## config.mk

```make
export PLATFORM = sky130hd
export DESIGN_NAME = fullchip_dispatch
export DESIGN_NICKNAME = d
export VERILOG_FILES = /design/src/rtl/fullchip_pkg.sv /design/src/rtl/dispatch_fifo.sv /design/src/rtl/fullchip_dispatch.sv
export SDC_FILE = /design/constraint.sdc
export NUM_CORES = 1
export LEC_CHECK = 0
export CAP_MARGIN = 10
export CORE_ASPECT_RATIO = 1.4
export CORE_MARGIN = 1
export CORE_UTILIZATION = 34
export CTS_BUF_LIST = sky130_fd_sc_hd__clkbuf_4 sky130_fd_sc_hd__clkbuf_8
export DETAILED_ROUTE_END_ITERATION = 10
export GPL_TIMING_DRIVEN = 0
export PLACE_DENSITY = 0.51
export SLEW_MARGIN = 20
export SYNTH_ARGS = -nofsm -noshare
export SYNTH_HDL_FRONTEND = slang
export SYNTH_SLANG_ARGS = --single-unit
```

## constraint.sdc

```tcl
create_clock -name clk -period 18.75 [get_ports clk]
set_input_delay 2.8125 -clock clk [delete_from_list [all_inputs] [get_ports clk]]
set_output_delay 2.8125 -clock clk [all_outputs]
set_load 0.03 [all_outputs]
```

## src/rtl/fullchip_pkg.sv

```systemverilog
// Shared constants, types and helpers for the multi-core dispatch front-end.
package fullchip_pkg;

    localparam int ID_W   = 3;
    localparam int BW     = 8;
    localparam int PR     = 16;
    localparam int INST_W = 19;

    typedef logic [INST_W-1:0] inst_t;
    typedef logic [PR*BW-1:0]  word_t;

    // Occupancy must represent 0..depth inclusive, hence one extra bit.
    function automatic int occ_width(input int depth);
        return $clog2(depth) + 1;
    endfunction

endpackage

```

## src/rtl/dispatch_fifo.sv

```systemverilog
// Per-core first-word-fall-through FIFO; head is visible whenever valid is high.
module dispatch_fifo
    import fullchip_pkg::*;
#(
    parameter int width = 8,
    parameter int depth = 4
) (
    input  logic                     clk,
    input  logic                     reset,
    input  logic                     push,
    input  logic [width-1:0]         din,
    input  logic                     pop,
    output logic [width-1:0]         dout,
    output logic                     valid,
    output logic                     full,
    output logic [$clog2(depth):0]   occ
);

    localparam int AW = $clog2(depth);
    localparam logic [AW:0] FULL_OCC = (AW+1)'(depth);

    logic [width-1:0] mem_q [depth];
    logic [AW-1:0]    wr_q, wr_d, rd_q, rd_d;
    logic [AW:0]      occ_q, occ_d;
    logic             do_push, do_pop;

    always_comb begin
        do_push = push && (occ_q != FULL_OCC);
        do_pop  = pop && (occ_q != '0);
        wr_d    = wr_q + AW'(do_push);
        rd_d    = rd_q + AW'(do_pop);
        occ_d   = occ_q + (AW+1)'(do_push) - (AW+1)'(do_pop);
    end

    always_ff @(posedge clk or negedge reset) begin
        if (!reset) begin
            wr_q  <= '0;
            rd_q  <= '0;
            occ_q <= '0;
        end else begin
            wr_q  <= wr_d;
            rd_q  <= rd_d;
            occ_q <= occ_d;
        end
    end

    // Storage is intentionally not reset; the head is only meaningful while valid.
    always_ff @(posedge clk) begin
        if (do_push) mem_q[wr_q] <= din;
    end

    assign dout  = mem_q[rd_q];
    assign valid = (occ_q != '0);
    assign full  = (occ_q == FULL_OCC);
    assign occ   = occ_q;

endmodule

```

## src/rtl/fullchip_dispatch.sv

```systemverilog
// Host-word dispatcher: unicast/broadcast decode into one FWFT FIFO per core.
module fullchip_dispatch
    import fullchip_pkg::*;
#(
    parameter int n_core = 2,
    parameter int bw     = 8,
    parameter int pr     = 16,
    parameter int inst_w = 19,
    parameter int depth  = 4,
    parameter int id_w   = ID_W
) (
    input  logic                                 clk,
    input  logic                                 reset,
    input  logic                                 in_valid,
    output logic                                 in_ready,
    input  logic [pr*bw-1:0]                     in_mem,
    input  logic [inst_w-1:0]                    in_inst,
    input  logic [id_w-1:0]                      in_dest,
    input  logic                                 in_bcast,
    output logic [n_core-1:0]                    out_valid,
    input  logic [n_core-1:0]                    out_ready,
    output logic [n_core*pr*bw-1:0]              out_mem,
    output logic [n_core*inst_w-1:0]             out_inst,
    output logic [n_core*occ_width(depth)-1:0]   occ,
    output logic                                 err_dest
);

    localparam int OW = occ_width(depth);
    localparam int MW = pr * bw;
    localparam int WW = MW + inst_w;

    logic [n_core-1:0] full;
    logic [n_core-1:0] push;
    logic              dest_hit, dest_free, all_free, accept;
    logic              err_q, err_d;

    // in_ready looks only at full flags and the routing fields, never at in_valid.
    always_comb begin
        dest_hit  = 1'b0;
        dest_free = 1'b1;
        all_free  = 1'b1;
        for (int unsigned k = 0; k < n_core; k++) begin
            all_free = all_free & ~full[k];
            if (in_dest == id_w'(k)) begin
                dest_hit  = 1'b1;
                dest_free = ~full[k];
            end
        end
        in_ready = in_bcast ? all_free : (dest_hit ? dest_free : 1'b1);
        accept   = in_valid && in_ready;
        for (int unsigned k = 0; k < n_core; k++) begin
            push[k] = accept && (in_bcast || (in_dest == id_w'(k)));
        end
        err_d = err_q | (accept && !in_bcast && !dest_hit);
    end

    always_ff @(posedge clk or negedge reset) begin
        if (!reset) err_q <= 1'b0;
        else        err_q <= err_d;
    end

    assign err_dest = err_q;

    for (genvar k = 0; k < n_core; k++) begin : g_core
        logic [WW-1:0] dout;

        dispatch_fifo #(
            .width (WW),
            .depth (depth)
        ) u_fifo (
            .clk   (clk),
            .reset (reset),
            .push  (push[k]),
            .din   ({in_inst, in_mem}),
            .pop   (out_ready[k]),
            .dout  (dout),
            .valid (out_valid[k]),
            .full  (full[k]),
            .occ   (occ[k*OW +: OW])
        );

        assign out_mem[k*MW +: MW]          = dout[MW-1:0];
        assign out_inst[k*inst_w +: inst_w] = dout[WW-1 -: inst_w];
    end

endmodule

```

==> summary.md <==
Averaged over all synthesized cells, the footprint is 27.0 um2. Type of the worst setup path: input pin to output pin. The share of total power dissipated in combinational logic is 39.7%. Across all hold checks on the routed design, the worst slack comes to 0.486 ns.

The routed layout has 20590 vias. The path depth of the worst reg2reg path was 11; the worst-case clock buffer depth was 3. Counting distinct cell types in the post-synthesis netlist gives 27. The placed standard-cell area was 52000 um2; the internal portion of total power was 5.91 mW.

The run finished with clean final reports. For the net switching power, the log shows 3.11 mW. For this design the top-level I/O count stands at 460. The run gives 9 as the number of antenna violations at the first check in global routing. The max-cap violation count is 0, and the standby leakage power is 18.3 nW. The share of total power dissipated in the clock network is 23.3%. The die is 304 um wide. In the layout the commonest cells are 1176 x sky130_fd_sc_hd__edfxtp_1, 459 x sky130_fd_sc_hd__clkdlybuf4s50_1, 294 x sky130_fd_sc_hd__mux4_2. Post-synthesis share of cell area spent on xor and xnor gates: 0.161%.

The floorplan has 155 rows. Clock tree synthesis selected as its root buffer the cell sky130_fd_sc_hd__clkbuf_8. The logs give 0.0926 mV for the largest vdd supply drop and 4.39 ns for the data arrival time of the critical path. Of all nets on the critical path, the largest fanout is 5.

In the final routed layout, each cell accounts on average for 25.6 um. Entering global routing, the biggest net connects 17 pins. Measured against the total synthesized area, the mux share comes to 15.2%.

Type of the most critical hold path: flop to flop. The run gives 0.0283 ns as the final clock skew. For this block, the routed nets add up to 109 mm of wire. The global routing usage summed across all routing layers was 17.1%.

The number of enable flip-flop cells after synthesis is 1176, and the mapped cell area is 43500 um2. Headroom to the max-slew limit came out at 42.9%. The logs give 22222 for the via count of the first global-routing pass and 0 for the setup-violating endpoint count in the final report.

The proportion of power drawn by flip-flops and latches is 36.9%. TritonCTS built the clock tree. The critical path startpoint category was an input pin. The worst endpoint required time came out at 15.94 ns. For this run, the register share of the synthesized area comes to 82.0%. For this run, design rule violations remaining after detail routing come to 0. For the number of post-CTS setup repair buffers, the log shows 0.

Input and output buffers added on the ports amount to 459. In this run the remaining antenna-violating nets after routing total 0. Highest achievable clock rate: 0.139 GHz. The share of flip-flops with an asynchronous set or reset came out at 1.26%. For this design, the sink count on the clock tree is 1191. After routing the design area is 55500 um2.

The DRC violation total after the first TritonRoute iteration was 1464; the number of pins with negative max-slew slack in the final report was 0. Commonest register cell after synthesis: sky130_fd_sc_hd__edfxtp_1. The run gives 0 as the count of synthesis-stage warnings from yosys. The net count after synthesis was 1776; the global-route wire length before repair was 158 mm. The cell count after synthesis came out at 1610. From synthesis to final layout, the design area changed by 27.6%. Leaving out fill and tap cells, the most frequent cell in the layout is sky130_fd_sc_hd__edfxtp_1. The flip-flop and latch count after synthesis is 1191.

After clock tree synthesis, the flow added hold-fix buffers numbering 0. After clock tree synthesis, the clock-pin slew on the worst setup and hold paths is 0.06 ns. Global routing finished with a remaining overflow of 0. The total of cells resized after clock tree synthesis was 0. The basic-gate share of the synthesized area counting and, or, nand and nor cells came out at 0.382%.

Before antenna repair, the detailed router went through 4 iterations. Setup slack on the critical path of the routed design comes to 11.54 ns. Using the TritonRoute via totals, the vias-per-cell ratio works out to 4.81. At the end of routability-driven placement, the weighted congestion stood at 0.706. The die covers 129000 um2.

In this run switching power makes up 34.4% of total power. Summing the areas of all compound-gate instances in the mapped netlist gives 0.0575% of the synthesized area. The minimum setup slack after placement is 11.55 ns, and the post-DP HPWL is 79.0 mm. STA classifies the critical path endpoint as an output pin.

For this run, the share of the core covered by cells in the final layout is 43.6%. The core region is 127000 um2. The tools report the number of failing hold endpoints at the final stage as 0. Cells with a size suffix above 1 make up 33.7% of the layout.

The number of nets at the end of the flow was 2656. The number of levels in the clock H-tree is 4, and the slew of the pin with the lowest slew margin is 0.856 ns. For this design the ratio of total power to cell area is 162 nW/um2. The adder-cell area share of the yosys netlist was 0.322%; the minimum clock period was 7.21 ns.

The final cycle utilization of the critical path was 38.4%. Dominant combinational cell family by area after synthesis: multiplexers. The overall power consumption was 9.02 mW.

Setup repair after global routing left no endpoint under its margin. The depth of the worst hold-timing path was 1. The tools report the initial standard-cell utilization of the core as 34.2%. TritonCTS created 184 clock buffers. The floorplan step set the die height to 425 um. The clock latency on the worst-skew pair is 0.88 ns.
[path summary, 6_finish.rpt]
kind | from | slack, ns | endpoint
min in group asynchronous | reset | 2.36 | err_dest
max | in_dest[2] | 11.54 | in_ready
max in group asynchronous | reset | 15.94 | g_core[0].u_fifo.rd_q[0]
min | err_dest | 0.49 | err_dest
min reg2reg | err_dest | 0.49 | err_dest
max reg2reg | g_core[0].u_fifo.occ[1] | 14.97 | g_core[1].u_fifo.mem_q[1][109]
[metal layers]
| metal | track usage (%) | share of wire [%] |
|---|---|---|
| met5 | 0 | 0.064 |
| met1 | 20.6 | 40 |
| met2 | 29.0 | 51 |
| met3 | 5.49 | 6.9 |
| met4 | 5.40 | 2.3 |
[layout make-up]
| cell class | instances | area (um2) |
|---|---|---|
| Sequential cell | 1191 | 35700 |
| Clock buffer | 249 | 3030 |
| Fill cell | 10901 | 71700 |
| Tap cell | 1648 | 2060 |
| Inverter | 8 | 30.0 |
| Timing Repair Buffer | 694 | 6310 |
| Buffer | 68 | 785 |
| Multi-Input combinational cell | 343 | 7090 |
| Clock inverter | 76 | 514 |
| Antenna cell | 6 | 15.0 |
[cell families (layout without fill, tap and decap cells)]
logic type | count (synthesis) | in the layout
AOI/OAI and AO/OA | 4 | 4
DFF | 1191 | 1191
buffers and inverters | 76 | 1095
xor gates and xnor gates | 8 | 8
and+or+nand+nor | 27 | 27
adders and majority gates | 10 | 10
muxes | 294 | 294
other | 0 | 6
[registers in the layout (all words and copies together) (netlist names)]
signal,count
g_core.u_fifo.rd_q,4
err_dest,1
g_core.u_fifo.occ,6
g_core.u_fifo.mem_q,1176
g_core.u_fifo.wr_q,4
[stage by stage]
stage                     setup TNS, ns  cells
final                                 0   4283
after floorplan                 -152.32   1610
after CTS                             0   4277
after global placement                -   3717
after global routing                  0   4278
after detailed placement              0   3952
[cell usage after synthesis (3+ instances only)]
cell type                  number  share of area, %
sky130_fd_sc_hd__nand2_1        5             0.043
sky130_fd_sc_hd__mux4_2       294                15
sky130_fd_sc_hd__buf_4          4             0.069
sky130_fd_sc_hd__inv_1          8             0.069
sky130_fd_sc_hd__xnor2_1        3             0.060
sky130_fd_sc_hd__ha_1           8              0.23
sky130_fd_sc_hd__nor4b_1        6              0.12
sky130_fd_sc_hd__buf_8          5              0.17
sky130_fd_sc_hd__buf_2         27              0.31
sky130_fd_sc_hd__dfrtp_1       15              0.86
sky130_fd_sc_hd__nor4_1         4             0.057
sky130_fd_sc_hd__edfxtp_1    1176                81
sky130_fd_sc_hd__xor2_1         5              0.10
sky130_fd_sc_hd__nor2_1         3             0.026
sky130_fd_sc_hd__buf_1          3             0.026
sky130_fd_sc_hd__buf_12        25               1.1
[power by group through the flow]
stage                     Sequential, mW  Clock [mW]  Combinational (mW)
after floorplan                     3.51           0                2.08
after global placement              3.68           0                3.54
after detailed placement            3.39           0                3.67
after CTS                           3.34        2.18                3.68
after global routing                3.35        2.28                3.76
final                               3.33        2.10                3.58
[critical path: stages]
cell	delay, ns
sky130_fd_sc_hd__clkdlybuf4s50_1	0.57
sky130_fd_sc_hd__nor4_1	0.09
sky130_fd_sc_hd__a211oi_1	0.21
sky130_fd_sc_hd__clkdlybuf4s50_1	0.71
Note: power is estimated with default switching activity, not from simulation.
==> RTL edit (same flow settings) <==
The parameter `inst_w` goes from 19 to 21.
--- a/src/rtl/fullchip_dispatch.sv
+++ b/src/rtl/fullchip_dispatch.sv
@@ -5,7 +5,7 @@
     parameter int n_core = 2,
     parameter int bw     = 8,
     parameter int pr     = 16,
-    parameter int inst_w = 19,
+    parameter int inst_w = 21,
     parameter int depth  = 4,
     parameter int id_w   = ID_W
 ) (
Ports: changed (resized in_inst and out_inst); port bits go from 460 to 466. The function was not compared with the original's and may differ.
==> RTL edit against the original RTL <==
Clock skew about the same. Sequential share of layout area is 0.25 points higher. Maximum frequency about the same. Cell area is 0.96% higher. Power rose by 0.75%. Via count rose by 1.8%. Core utilization up 0.28 points. Sequential power increased by 1%. Setup slack better by 0.0060 ns. Area after synthesis grew 0.71%. Wire length grew 2.8%. Sequential cell count is 16 higher. Worst hold slack improved by 0.0082 ns.
==> RTL edit: results (changes against the original RTL) <==
metric	value	unit	change
synthesized area per cell	26.9	sq um	was 27.0 sq um
Nets	2698		was 2656
Global Route Usage Sum	17.4	%	was 17.1%
fin cells	4331		was 4283
Critical R2R Launch	g_core[0].u_fifo.occ[2]$_DFF_PN0_		was g_core[0].u_fifo.occ[1]$_DFF_PN0_
R2R Setup Slk	14.88	ns	was 14.97 ns
fill cell count	11000		was 10900
starting density of the core	34.4	%	was 34.2%
Peak VDD IR	0.000107	V	was 0.0000926 V
# port buffers	465		was 459
pre-CTS setup slack	11.56	ns	was 11.55 ns
post-route minimum period	7.20	ns	was 7.21 ns
synth top area cells	edfxtp_1, mux4_2, dfrtp_1		was edfxtp_1, mux4_2, buf_12
iteration-0 DRC count of the detailed router	1299		was 1464
status	finished, final reports clean		unchanged
DR WL/cell	26.0	um	was 25.6 um
LEAKAGE	0.0185	uW	was 0.0183 uW
Post-CTS Resized	0		unchanged
Net Count, Synth	1800		was 1776
Final Skew	0.0282	ns	was 0.0283 ns
HPWL after detailed placement	81.7	mm	was 79.0 mm
initial antenna violation count	14		was 9
R2R Path End	g_core[1].u_fifo.mem_q[1][118]$_DFFE_PP_		was g_core[1].u_fifo.mem_q[1][109]$_DFFE_PP_
vias in the first global route	23000		was 22200
Reg2Reg Depth	12		was 11
slowest cell on the critical path	clkdlybuf4s50_1		unchanged
Cell variety after synth	24		was 27
Worst slew margin	28.8	%	was 42.9%
Post-synth top cells	edfxtp_1, mux4_2, buf_2, buf_6, dfrtp_1		was edfxtp_1, mux4_2, buf_2, buf_12, dfrtp_1
fraction of layout cells with a size suffix above 1	33.9	%	was 33.7%
ys async rst share	1.24	%	was 1.26%
max reg flops	1192		was 1176
Pwr Density	162	nW/um^2	about the same
DP Cell Count	3990		was 3952
first-pass GRT wire length	162	mm	was 158 mm
Clock Path Buffers	3		unchanged
Post-synth EDFFs	1192		was 1176
hold_ws	0.494	ns	was 0.486 ns
worst skew pair latency	0.90	ns	was 0.88 ns
sequential share of the synthesized area	82.5	%	was 82.0%
CTS buffer count	186		was 184
CP startpoint	in_dest[1]		was in_dest[2]
placed cell area	52400	sq um	was 52000 sq um
vias	21000		was 20600
RTL edit: changes by cell type after synthesis:
| cell | delta |
|---|---|
| mux4_2 | +4 |
| edfxtp_1 | +16 |
| clkbuf_1 | +7 |
| buf_2 | +3 |
| buf_8 | -5 |
| buf_6 | +26 |
| buf_12 | -25 |
| buf_1 | -3 |
| buf_4 | -1 |
RTL edit: logic make-up after synthesis:
kind of cell / Yosys count / share of synthesized area (%)
flops: 1207 / 82.5
mux: 298 / 15.3
buf+inv: 78 / 1.26
simple gates: 27 / 0.380
fa+ha+maj: 10 / 0.320
xor+xnor: 8 / 0.160
compound gates: 4 / 0.0571
RTL edit: layout make-up:
| type | instances | share of cell area (%) |
|---|---|---|
| buffer | 70 | 0.935 |
| timing repair buffer | 710 | 11.5 |
| inverter | 8 | 0.0536 |
| clock buffer | 248 | 5.43 |
| sequential | 1207 | 64.5 |
| clock inverter | 91 | 1.07 |
| antenna | 2 | 0.00893 |
| multi-input combinational | 347 | 12.8 |
| tap | 1648 | 3.68 |
RTL edit: power by group:
part | internal [uW] | switching [uW] | leakage (uW)
sequential | 3300 | 71.0 | 0.0110
clock | 1130 | 1020 | 0.00191
combinational | 1490 | 2070 | 0.00563
RTL edit: worst reg2reg max path, cell delays in order (launching register included):
cell and delay [ns]:
dfrtp_1 0.42, or3b_1 0.24, a21oi_1 0.21, nor4b_2 0.76
buf_4 0.28, buf_2 0.18, buf_4 0.18, buf_2 0.21
buf_2 0.24, buf_4 0.19, buf_2 0.20, buf_2 0.24
buf_2 0.22
RTL edit: routing by layer:
metal	global-route usage, %	part of all wire [%]	vias up
met5	0	0.11	-
met4	5.60	2.3	18
met3	6.31	7.8	180
met2	29.5	51	620
met1	20.7	39	11200
li1	-	-	8943
